## config.mk

```make
export PLATFORM = sky130hd
export DESIGN_NAME = counter_cmd_seq
export DESIGN_NICKNAME = d
export VERILOG_FILES = /design/src/rtl/counter_cmd_seq.sv
export SDC_FILE = /design/constraint.sdc
export NUM_CORES = 1
export LEC_CHECK = 0
export ABC_AREA = 1
export BUFFER_PORTS_ARGS = -buffer_cell sky130_fd_sc_hd__buf_4
export CORE_ASPECT_RATIO = 0.75
export CORE_MARGIN = 2
export CORE_UTILIZATION = 55
export CTS_BUF_LIST = sky130_fd_sc_hd__clkbuf_4 sky130_fd_sc_hd__clkbuf_8
export DETAILED_ROUTE_END_ITERATION = 10
export PLACE_DENSITY = 0.88
export SLEW_MARGIN = 10
export SYNTH_ARGS = -nofsm -noshare
export SYNTH_HDL_FRONTEND = slang
export SYNTH_SLANG_ARGS = --single-unit
export TNS_END_PERCENT = 5
```

## constraint.sdc

```tcl
create_clock -name clk -period 2.65 [get_ports clk]
set_input_delay 0.53 -clock clk [delete_from_list [all_inputs] [get_ports clk]]
set_output_delay 0.53 -clock clk [all_outputs]
set_load 0.02 [all_outputs]
```

## src/rtl/counter_cmd_seq.sv

```systemverilog
`default_nettype none
// ============================================================================
// Module   : counter_cmd_seq
// Purpose  : Command sequencer for an N-bit up/down counter. Commands
//            {op, data, len} are accepted over a valid/ready handshake into a
//            small FIFO. Each command is replayed as cycle-exact, registered
//            syn_clr / load / en / up / d control for the counter.
// Ports    : clk        - rising-edge clock
//            rst        - asynchronous reset, active low
//            abort      - synchronous flush (only with the macro below)
//            cmd_valid  - command presented
//            cmd_ready  - FIFO not full
//            cmd_op     - 0 NOP, 1 CLEAR, 2 LOAD, 3 UP, 4 DOWN, 5 PAUSE,
//                         6-7 illegal
//            cmd_data   - LOAD value
//            cmd_len    - cycle count for UP / DOWN / PAUSE
//            syn_clr, load, en, up, d - registered counter controls
//            cmd_done   - pulse on the final output cycle of each command
//            illegal    - pulse when an illegal op is executed
//            busy       - FIFO non-empty or sequencer active
// Config   : COUNTER_CMD_SEQ_ABORT_EN - adds the abort input
// Revision : 1.0 - initial release
// ============================================================================
module counter_cmd_seq #(
    parameter int N     = 8,
    parameter int LEN_W = 4,
    parameter int DEPTH = 4
) (
    input  logic             clk,
    input  logic             rst,
`ifdef COUNTER_CMD_SEQ_ABORT_EN
    input  logic             abort,
`endif
    input  logic             cmd_valid,
    output logic             cmd_ready,
    input  logic [2:0]       cmd_op,
    input  logic [N-1:0]     cmd_data,
    input  logic [LEN_W-1:0] cmd_len,
    output logic             syn_clr,
    output logic             load,
    output logic             en,
    output logic             up,
    output logic [N-1:0]     d,
    output logic             cmd_done,
    output logic             illegal,
    output logic             busy
);

    localparam int c_PTR_W = $clog2(DEPTH);
    localparam int c_CNT_W = c_PTR_W + 1;
    localparam int c_ENT_W = 3 + N + LEN_W;

    localparam logic [2:0] c_OP_NOP   = 3'd0;
    localparam logic [2:0] c_OP_CLEAR = 3'd1;
    localparam logic [2:0] c_OP_LOAD  = 3'd2;
    localparam logic [2:0] c_OP_UP    = 3'd3;
    localparam logic [2:0] c_OP_DOWN  = 3'd4;
    localparam logic [2:0] c_OP_PAUSE = 3'd5;

    typedef enum logic [1:0] {
        S_IDLE   = 2'd0,
        S_SINGLE = 2'd1,
        S_RUN    = 2'd2
    } state_t;

    // ------------------------------------------------------------------
    // Command FIFO
    // ------------------------------------------------------------------
    logic [c_ENT_W-1:0] r_mem [DEPTH];
    logic [c_PTR_W-1:0] r_wr_ptr;
    logic [c_PTR_W-1:0] r_rd_ptr;
    logic [c_CNT_W-1:0] r_count;
    logic [c_CNT_W-1:0] w_count_nxt;

    logic               w_abort;
    logic               w_full;
    logic               w_empty;
    logic               w_push;
    logic               w_pop;
    logic               w_last;

    logic [c_ENT_W-1:0] w_head;
    logic [2:0]         w_head_op;
    logic [N-1:0]       w_head_data;
    logic [LEN_W-1:0]   w_head_len;

    state_t             r_state;
    logic [LEN_W-1:0]   r_cnt;
    logic [LEN_W-1:0]   w_cnt_dec;

`ifdef COUNTER_CMD_SEQ_ABORT_EN
    assign w_abort = abort;
`else
    assign w_abort = 1'b0;
`endif

    assign w_full    = (r_count == c_CNT_W'(DEPTH));
    assign w_empty   = (r_count == '0);
    assign cmd_ready = !w_full;

    // A push coinciding with an abort is dropped along with the flush.
    assign w_push = cmd_valid && !w_full && !w_abort;

    // The sequencer can take a new command whenever the current cycle is the
    // final cycle of the running command (or nothing is running). Popping on
    // that same edge is what keeps back-to-back commands bubble-free.
    assign w_last = (r_state == S_IDLE) || (r_state == S_SINGLE) ||
                    ((r_state == S_RUN) && (r_cnt == LEN_W'(1)));
    assign w_pop  = w_last && !w_empty && !w_abort;

    assign w_count_nxt = r_count + c_CNT_W'(w_push) - c_CNT_W'(w_pop);
    assign w_cnt_dec   = r_cnt - LEN_W'(1);

    assign w_head      = r_mem[r_rd_ptr];
    assign w_head_op   = w_head[c_ENT_W-1 -: 3];
    assign w_head_data = w_head[LEN_W +: N];
    assign w_head_len  = w_head[LEN_W-1:0];

    // Storage needs no reset: validity is tracked by the pointers and count.
    always_ff @(posedge clk) begin
        if (w_push) begin
            r_mem[r_wr_ptr] <= {cmd_op, cmd_data, cmd_len};
        end
    end

    always_ff @(posedge clk or negedge rst) begin
        if (!rst) begin
            r_wr_ptr <= '0;
            r_rd_ptr <= '0;
            r_count  <= '0;
        end else if (w_abort) begin
            r_wr_ptr <= '0;
            r_rd_ptr <= '0;
            r_count  <= '0;
        end else begin
            if (w_push) begin
                r_wr_ptr <= r_wr_ptr + c_PTR_W'(1);
            end
            if (w_pop) begin
                r_rd_ptr <= r_rd_ptr + c_PTR_W'(1);
            end
            r_count <= w_count_nxt;
        end
    end

    // ------------------------------------------------------------------
    // Sequencer FSM with registered outputs. The outputs loaded on an edge
    // are the controls for the cycle that follows it, so decoding happens
    // at pop time and r_cnt counts the cycles still to be driven,
    // including the current one.
    // ------------------------------------------------------------------
    always_ff @(posedge clk or negedge rst) begin
        if (!rst) begin
            r_state  <= S_IDLE;
            r_cnt    <= '0;
            syn_clr  <= 1'b0;
            load     <= 1'b0;
            en       <= 1'b0;
            up       <= 1'b1;
            d        <= '0;
            cmd_done <= 1'b0;
            illegal  <= 1'b0;
            busy     <= 1'b0;
        end else begin
            cmd_done <= 1'b0;
            illegal  <= 1'b0;
            if (w_abort) begin
                r_state <= S_IDLE;
                r_cnt   <= '0;
                syn_clr <= 1'b0;
                load    <= 1'b0;
                en      <= 1'b0;
                busy    <= 1'b0;
            end else if (w_pop) begin
                r_state <= S_SINGLE;
                r_cnt   <= '0;
                syn_clr <= 1'b0;
                load    <= 1'b0;
                en      <= 1'b0;
                busy    <= 1'b1;
                case (w_head_op)
                    c_OP_NOP: begin
                        cmd_done <= 1'b1;
                    end
                    c_OP_CLEAR: begin
                        syn_clr  <= 1'b1;
                        cmd_done <= 1'b1;
                    end
                    c_OP_LOAD: begin
                        load     <= 1'b1;
                        d        <= w_head_data;
                        cmd_done <= 1'b1;
                    end
                    c_OP_UP, c_OP_DOWN, c_OP_PAUSE: begin
                        if (w_head_len != '0) begin
                            r_state  <= S_RUN;
                            r_cnt    <= w_head_len;
                            en       <= (w_head_op != c_OP_PAUSE);
                            cmd_done <= (w_head_len == LEN_W'(1));
                            // Direction only changes for real counting ops.
                            if (w_head_op == c_OP_UP) begin
                                up <= 1'b1;
                            end else if (w_head_op == c_OP_DOWN) begin
                                up <= 1'b0;
                            end
                        end else begin
                            // Zero-length: a single idle cycle that still
                            // reports completion.
                            cmd_done <= 1'b1;
                        end
                    end
                    default: begin
                        cmd_done <= 1'b1;
                        illegal  <= 1'b1;
                    end
                endcase
            end else if (w_last) begin
                r_state <= S_IDLE;
                r_cnt   <= '0;
                syn_clr <= 1'b0;
                load    <= 1'b0;
                en      <= 1'b0;
                busy    <= (w_count_nxt != '0);
            end else begin
                // Mid-RUN: controls hold, count down the remaining cycles.
                r_cnt    <= w_cnt_dec;
                cmd_done <= (w_cnt_dec == LEN_W'(1));
                busy     <= 1'b1;
            end
        end
    end

endmodule
`default_nettype wire

```

After elaboration in Yosys (flattened, before gate mapping)
Memories as Yosys holds them, arrays and structs flattened.
Index checks and enable logic that the tools add are counted.
{ "totals": {"out_inout_bits": 16, "ramBits": 60, "elab_cells": 77, "reg_bits": 28, "memories": 1} }
{ "memory_table": {"columns": ["memory", "depth", "word_bits", "rd", "rd_ports_with_merged_regs", "wr", "line", "source"], "rows": [
  ["r_mem", 4, 15, 1, 0, 1, "69", "logic [c_ENT_W-1:0] r_mem [DEPTH];"]
]} }
{ "op_classes": {"mux": 28, "addsub": 5, "reduce_logical": 18, "eq_ne": 12} }
{ "op_table": {"columns": ["op", "count"], "rows": [
  ["two-way mux 1 bit", 20],
  ["two-way mux 4 bit", 4],
  ["== test 4 x 1 -> 1 bit, second input constant", 3],
  ["== test 3 bit, second input constant", 3],
  ["two-way mux 2 bit", 4],
  ["== test 3 x 2 -> 1 bit, second input constant", 2],
  ["zero test 3 bit", 2],
  ["OR reduction 6 bit", 1],
  ["adder 2 x 1 -> 2 bit, second input constant", 2],
  ["AND reduction 4 bit", 1],
  ["nonzero test 2 bit", 2],
  ["nonzero test 4 bit", 1],
  ["subtractor 4 x 1 -> 4 bit, second input constant", 1],
  ["adder 3 x 1 -> 3 bit", 1],
  ["== test 3 x 1 -> 1 bit, second input constant", 1],
  ["logical AND 1 bit", 3],
  ["!= test 3 bit, second input constant", 1],
  ["nonzero test 3 bit", 1],
  ["OR reduction 3 bit", 1],
  ["subtractor 3 x 1 -> 3 bit", 1],
  ["== test 2 x 1 -> 1 bit, second input constant", 1],
  ["== test 2 bit, second input constant", 1],
  ["zero test 1 bit", 2],
  ["zero test 2 bit", 1],
  ["2 further kinds", 3]
]} }

Longest topological paths before layout
{ "logic_depth": {"ltp_word": 8, "mapped_depth": 16, "depth_no_buf": 15} }

Least setup slack after synthesis
No wires, ideal clock.
{ "synth_path": {"kind": "register to register", "startpoint": "reg r_cnt[0]", "endpoint": "reg busy", "path_slack_ns": -0.113, "t_required_ns": 2.519, "stages_incl_launch_ff": 16, "arrival_time_ns": 2.631, "period_less_slack_ns": 2.763, "path_cell_list": "dfrtp_1 -> ha_1 -> nor3b_1 -> nand2_1 -> nand2_2 -> nand2_1 -> inv_2 -> buf_4 -> ha_1 -> inv_1 -> ha_1 -> fa_1 -> xnor2_1 -> xor2_1 -> nor3_1 -> nand3_1"} }
{ "synth_via": {"elab_chain_len": 8} }
{ "synth_rtl": {"columns": ["item", "line", "source"], "rows": [
  ["start, declared", "88", "logic [LEN_W-1:0] r_cnt;"],
  ["start signal, assigned", "197", "r_cnt <= w_head_len;"],
  ["start signal, assigned", "226", "r_cnt <= w_cnt_dec;"],
  ["== test 4 x 1 -> 1 bit", "108", "((r_state == S_RUN) && (r_cnt == LEN_W'(1)));"],
  ["logical AND 1 bit", "108", null],
  ["logical OR 1 bit", "107", "assign w_last = (r_state == S_IDLE) || (r_state == S_SINGLE) ||"],
  ["logical AND 1 bit", "109", "assign w_pop = w_last && !w_empty && !w_abort;"],
  ["net w_pop", "79", "logic w_pop;"],
  ["subtractor 3 x 1 -> 3 bit", "111", "assign w_count_nxt = r_count + c_CNT_W'(w_push) - c_CNT_W'(w_pop);"],
  ["net w_count_nxt[2]", "73", "logic [c_CNT_W-1:0] w_count_nxt;"],
  ["nonzero test 3 bit", "223", "busy <= (w_count_nxt != '0);"],
  ["two-way mux 1 bit", "217", "end else if (w_last) begin"],
  ["two-way mux 1 bit", "174", "end else if (w_pop) begin"],
  ["end signal, assigned", "223", null],
  ["end, declared", "46", "output logic busy"]
]} }
The timed path passes the listed nets, and every way through them passes these cells.
A chain may end at the register's enable or synchronous reset.

Worst setup path after layout
{ "layout_path": {"startpoint": "reg r_cnt[0]", "endpoint": "reg busy"} }
{ "layout_via": {"elab_chain_len": 8} }
{ "layout_rtl": {"columns": ["item", "line"], "rows": [
  ["== test 4 x 1 -> 1 bit", "108"],
  ["logical AND 1 bit", "108"],
  ["logical OR 1 bit", "107"],
  ["logical AND 1 bit", "109"],
  ["subtractor 3 x 1 -> 3 bit", "111"],
  ["net w_count_nxt[2]", "73"],
  ["nonzero test 3 bit", "223"],
  ["two-way mux 1 bit", "217"],
  ["two-way mux 1 bit", "174"]
]} }
The timed path passes the listed nets, and every way through them passes these cells.

==> metrics.txt <==
# TYPE chip_impl_metric gauge
chip_impl_info{name="tritoncts",value="built"} 1
chip_impl_metric{name="viasPerCell",unit=""} 5.43
chip_impl_metric{name="post_drt_wl_per_cell",unit="um"} 16.3
chip_impl_info{name="ys.flop_type",value="edfxtp_1"} 1
chip_impl_metric{name="drtIter0Drc",unit=""} 179
chip_impl_metric{name="synth_fp_nets",unit=""} 355
chip_impl_metric{name="track_usage",unit="%"} 20.8
chip_impl_metric{name="finalSetupViolations",unit=""} 1
chip_impl_metric{name="power_density",unit="nW/um^2"} 1240
chip_impl_metric{name="portBuffers",unit=""} 33
chip_impl_metric{name="layout.cells.non_filler",unit=""} 461
chip_impl_metric{name="drive_gt1_share",unit="%"} 21.1
chip_impl_metric{name="final_antenna_net_count",unit=""} 0
chip_impl_info{name="worstSetupStartpointType",value="flop"} 1
chip_impl_metric{name="yosysWarnings",unit=""} 0
chip_impl_info{name="final_common_cell",value="nand2_1"} 1
chip_impl_info{name="synth.area.top_cells",value="edfxtp_1 (49%), dfrtp_1 (18%), nand2_1 (9.3%)"} 1
chip_impl_info{name="outcome",value="complete, but fails checks"} 1
chip_impl_metric{name="drt_first_pass_iters",unit=""} 5
chip_impl_metric{name="syn_area",unit="um^2"} 3670
chip_impl_metric{name="max-vdd-ir-drop",unit="V"} 0.000578
chip_impl_metric{name="critical_path.max_fanout",unit=""} 4
chip_impl_metric{name="cp.arrival",unit="ns"} 2.93
chip_impl_metric{name="post_synth_inst_count",unit=""} 327
chip_impl_metric{name="clock_path_buffers",unit=""} 2
chip_impl_metric{name="routed-via-count",unit=""} 2503
chip_impl_metric{name="post_synth_num_cell_types",unit=""} 27
chip_impl_info{name="synth.largest_area_cell",value="edfxtp_1"} 1
chip_impl_info{name="failing_checks",value="negative setup slack"} 1
chip_impl_metric{name="finalCritPeriodShare",unit="%"} 101
chip_impl_metric{name="antenna_cells_inserted",unit=""} 0
chip_impl_info{name="rsz0062_at_grt",value="true"} 1
chip_impl_metric{name="final_hold_viol_count",unit=""} 0
chip_impl_metric{name="clock-sinks",unit=""} 88
chip_impl_info{name="critical_path.endpoint_type",value="flop"} 1
chip_impl_metric{name="grt_pass1_vias",unit=""} 2317
chip_impl_metric{name="fp.dieArea",unit="um^2"} 7360
chip_impl_metric{name="relSlewSlack",unit="%"} 65.0
chip_impl_metric{name="placement.cell_area",unit="um^2"} 4040
chip_impl_metric{name="regToRegSetupSlack",unit="ns"} -0.03
chip_impl_metric{name="cts_buffers",unit=""} 9
chip_impl_info{name="critical_setup_path_class",value="flop to flop"} 1
chip_impl_metric{name="cts-htree-levels",unit=""} 3
chip_impl_metric{name="dp_cells",unit=""} 440
chip_impl_metric{name="wl",unit="um"} 7530
chip_impl_metric{name="floorplan.initialDensity",unit="%"} 57.6
chip_impl_metric{name="num_rows",unit=""} 25
chip_impl_info{name="class_of_the_most_critical_hold_timing_path",value="input pin to asynchronous set/reset pin"} 1
chip_impl_info{name="layout.cells.most_common_list",value="nand2_1 (90), edfxtp_1 (60), buf_4 (48)"} 1
chip_impl_metric{name="antenna_found_initial",unit=""} 0
chip_impl_metric{name="final.min_clock_period",unit="ns"} 2.68
chip_impl_metric{name="die_x",unit="um"} 98.4
chip_impl_metric{name="yosysSeqAreaShare",unit="%"} 68.2
chip_impl_metric{name="syn_to_final_growth",unit="%"} 18.1
chip_impl_metric{name="globalRoute.totalOverflow",unit=""} 0
chip_impl_info{name="crit-reg2reg-capture",value="busy"} 1
chip_impl_metric{name="finalNetCount",unit=""} 404
chip_impl_metric{name="global_route_wire_length_before_repair",unit="um"} 11200
chip_impl_metric{name="drv.max_cap_violation_count",unit=""} 0
chip_impl_info{name="critical_path.reg2reg.startpoint",value="r_cnt[0]"} 1
chip_impl_metric{name="mean_cell_area_of_the_mapped_netlist",unit="um^2"} 11.2
chip_impl_metric{name="layout.cell_area.non_filler",unit="um^2"} 4340
chip_impl_metric{name="place.detailed.hpwl",unit="um"} 4550
chip_impl_metric{name="floorplan.die.height",unit="um"} 74.8
chip_impl_metric{name="synth_largest_type_area_fraction",unit="%"} 49.0
chip_impl_metric{name="worst_slack",unit="ns"} -0.0310
chip_impl_metric{name="report.final.slew_viol_count",unit=""} 0
chip_impl_metric{name="utilization",unit="%"} 68.0
chip_impl_metric{name="gp_routability_congestion",unit=""} 0.846
chip_impl_metric{name="post-route-drc-count",unit=""} 0
chip_impl_metric{name="clk_pin_slew",unit="ns"} 0.09
chip_impl_metric{name="timing.reg2reg.worst_path_depth",unit=""} 14
chip_impl_metric{name="worstSkewPairLatency",unit="ns"} 0.36
chip_impl_metric{name="power_leakage",unit="nW"} 1.86
chip_impl_metric{name="required",unit="ns"} 2.90
chip_impl_metric{name="worstMarginPinSlew",unit="ns"} 0.524
chip_impl_metric{name="max_freq",unit="MHz"} 373
chip_impl_metric{name="synth_edf_count",unit=""} 60
chip_impl_metric{name="core_area",unit="um^2"} 6380
chip_impl_metric{name="boundaryPins",unit=""} 34
chip_impl_metric{name="synth_seq_cells",unit=""} 88
chip_impl_metric{name="async_reset_ff_share",unit="%"} 31.8
chip_impl_metric{name="grt_max_degree",unit=""} 33
chip_impl_metric{name="timing.clock.skew",unit="ns"} 0.0129
chip_impl_info{name="cts-root-buf",value="clkbuf_8"} 1
-- cells by family (layout without fill, tap and decap cells) --
group | Yosys count | after routing | share of synthesized area (%)
and+or+nand+nor | 159 | 159 | 18.4
DFF | 88 | 88 | 68.2
AOI/OAI and AO/OA | 32 | 32 | 4.63
buffers and inverters | 32 | 85 | 3.81
adders and majority gates | 10 | 10 | 3.61
xor gates and xnor gates | 6 | 6 | 1.43
-- registers in the layout, indices dropped and copies added, names as in the netlist --
signal,cells
r_cnt,4
r_state,2
busy,1
syn_clr,1
r_rd_ptr,2
en,1
r_mem,60
cmd_done,1
r_count,3
illegal,1
load,1
r_wr_ptr,2
d,8
up,1
-- layout make-up --
type / count / area [um^2]
repair buffers: 48 / 360
clock inverters: 6 / 61.3
multi-input cells: 207 / 1100
flip-flops and latches: 88 / 2500
clock buffers: 9 / 124
fillers: 474 / 2040
well taps: 81 / 101
inverters: 22 / 85.1
-- timing repair --
| item | 4_1_cts | 5_1_grt |
|---|---|---|
| setup endpoints to repair | 0 | 1 |
| resized for setup | 0 | 13 |
| buffers inserted | 0 | 6 |
| hold buffers | 0 | 0 |
-- worst max-delay path, stage by stage, from the launching register on --
cell and delay (ns):
dfrtp_1 0.45, ha_4 0.18, nor3b_2 0.15, nand2_1 0.08, nand2_2 0.08, nand2_4 0.10
inv_4 0.04, ha_4 0.25, inv_2 0.04, ha_4 0.15, fa_2 0.38, xnor2_2 0.17
xor2_2 0.20, nor3_2 0.21, nand3_1 0.10
-- layer usage --
metal | track usage [%] | vias to the layer above | wire length [um] | part of all wire, %
met1 | 28.0 | 1207 | 3280 | 44
met2 | 32.9 | 86 | 3640 | 48
met5 | 0 | - | 0 | 0
met4 | 6.24 | 0 | 114 | 1.5
met3 | 7.15 | 11 | 497 | 6.6
li1 | - | 1199 | - | -
-- power breakdown --
part	internal (mW)	total (mW)	switching, mW
combinational	0.885	2.45	1.56
sequential	1.88	2.06	0.180
clock	0.425	0.879	0.454
total	3.19	5.39	2.20
-- through the flow --
step / setup TNS (ns) / total power, mW / hold slack, ns / worst slack (ns)
after floorplan: 0 / 3.56 / 0.234 / 0.00369
after global placement: 0 / 4.12 / 0.455 / 0.178
after detailed placement: 0 / 4.23 / 0.460 / 0.0965
after CTS: 0 / 5.12 / 0.0665 / 0.0579
after global routing: -0.135 / 5.75 / 0.0751 / -0.135
final: -0.0310 / 5.39 / 0.0658 / -0.0310
-- worst max path at each step --
| stage | cells after the start | slack, ns | from | end |
|---|---|---|---|---|
| 6_report | 14 | -0.03 | r_cnt[0] | busy |
| 5_1_grt | 15 | -0.13 | r_cnt[1] | busy |
| 4_1_cts | 15 | 0.06 | r_cnt[1] | busy |
| 3_5_place_dp | 15 | 0.1 | r_cnt[1] | busy |
| 3_3_place_gp | 14 | 0.18 | r_cnt[0] | busy |
| 2_1_floorplan | 15 | 0.004 | r_cnt[0] | busy |
-- synthesized netlist by cell type (2+ instances only) --
library cell and count:
clkbuf_1 3, nand2_1 91, buf_4 2, o22ai_1 8, buf_2 4, inv_1 19
ha_1 9, inv_2 3, nor2_1 27, dfrtp_1 27, xor2_1 4, nand3_1 31
o21ai_1 2, xnor2_1 2, nand2_2 2, o21ai_0 21, nor3_1 3, edfxtp_1 60
Power figures use the tool's default switching activity.
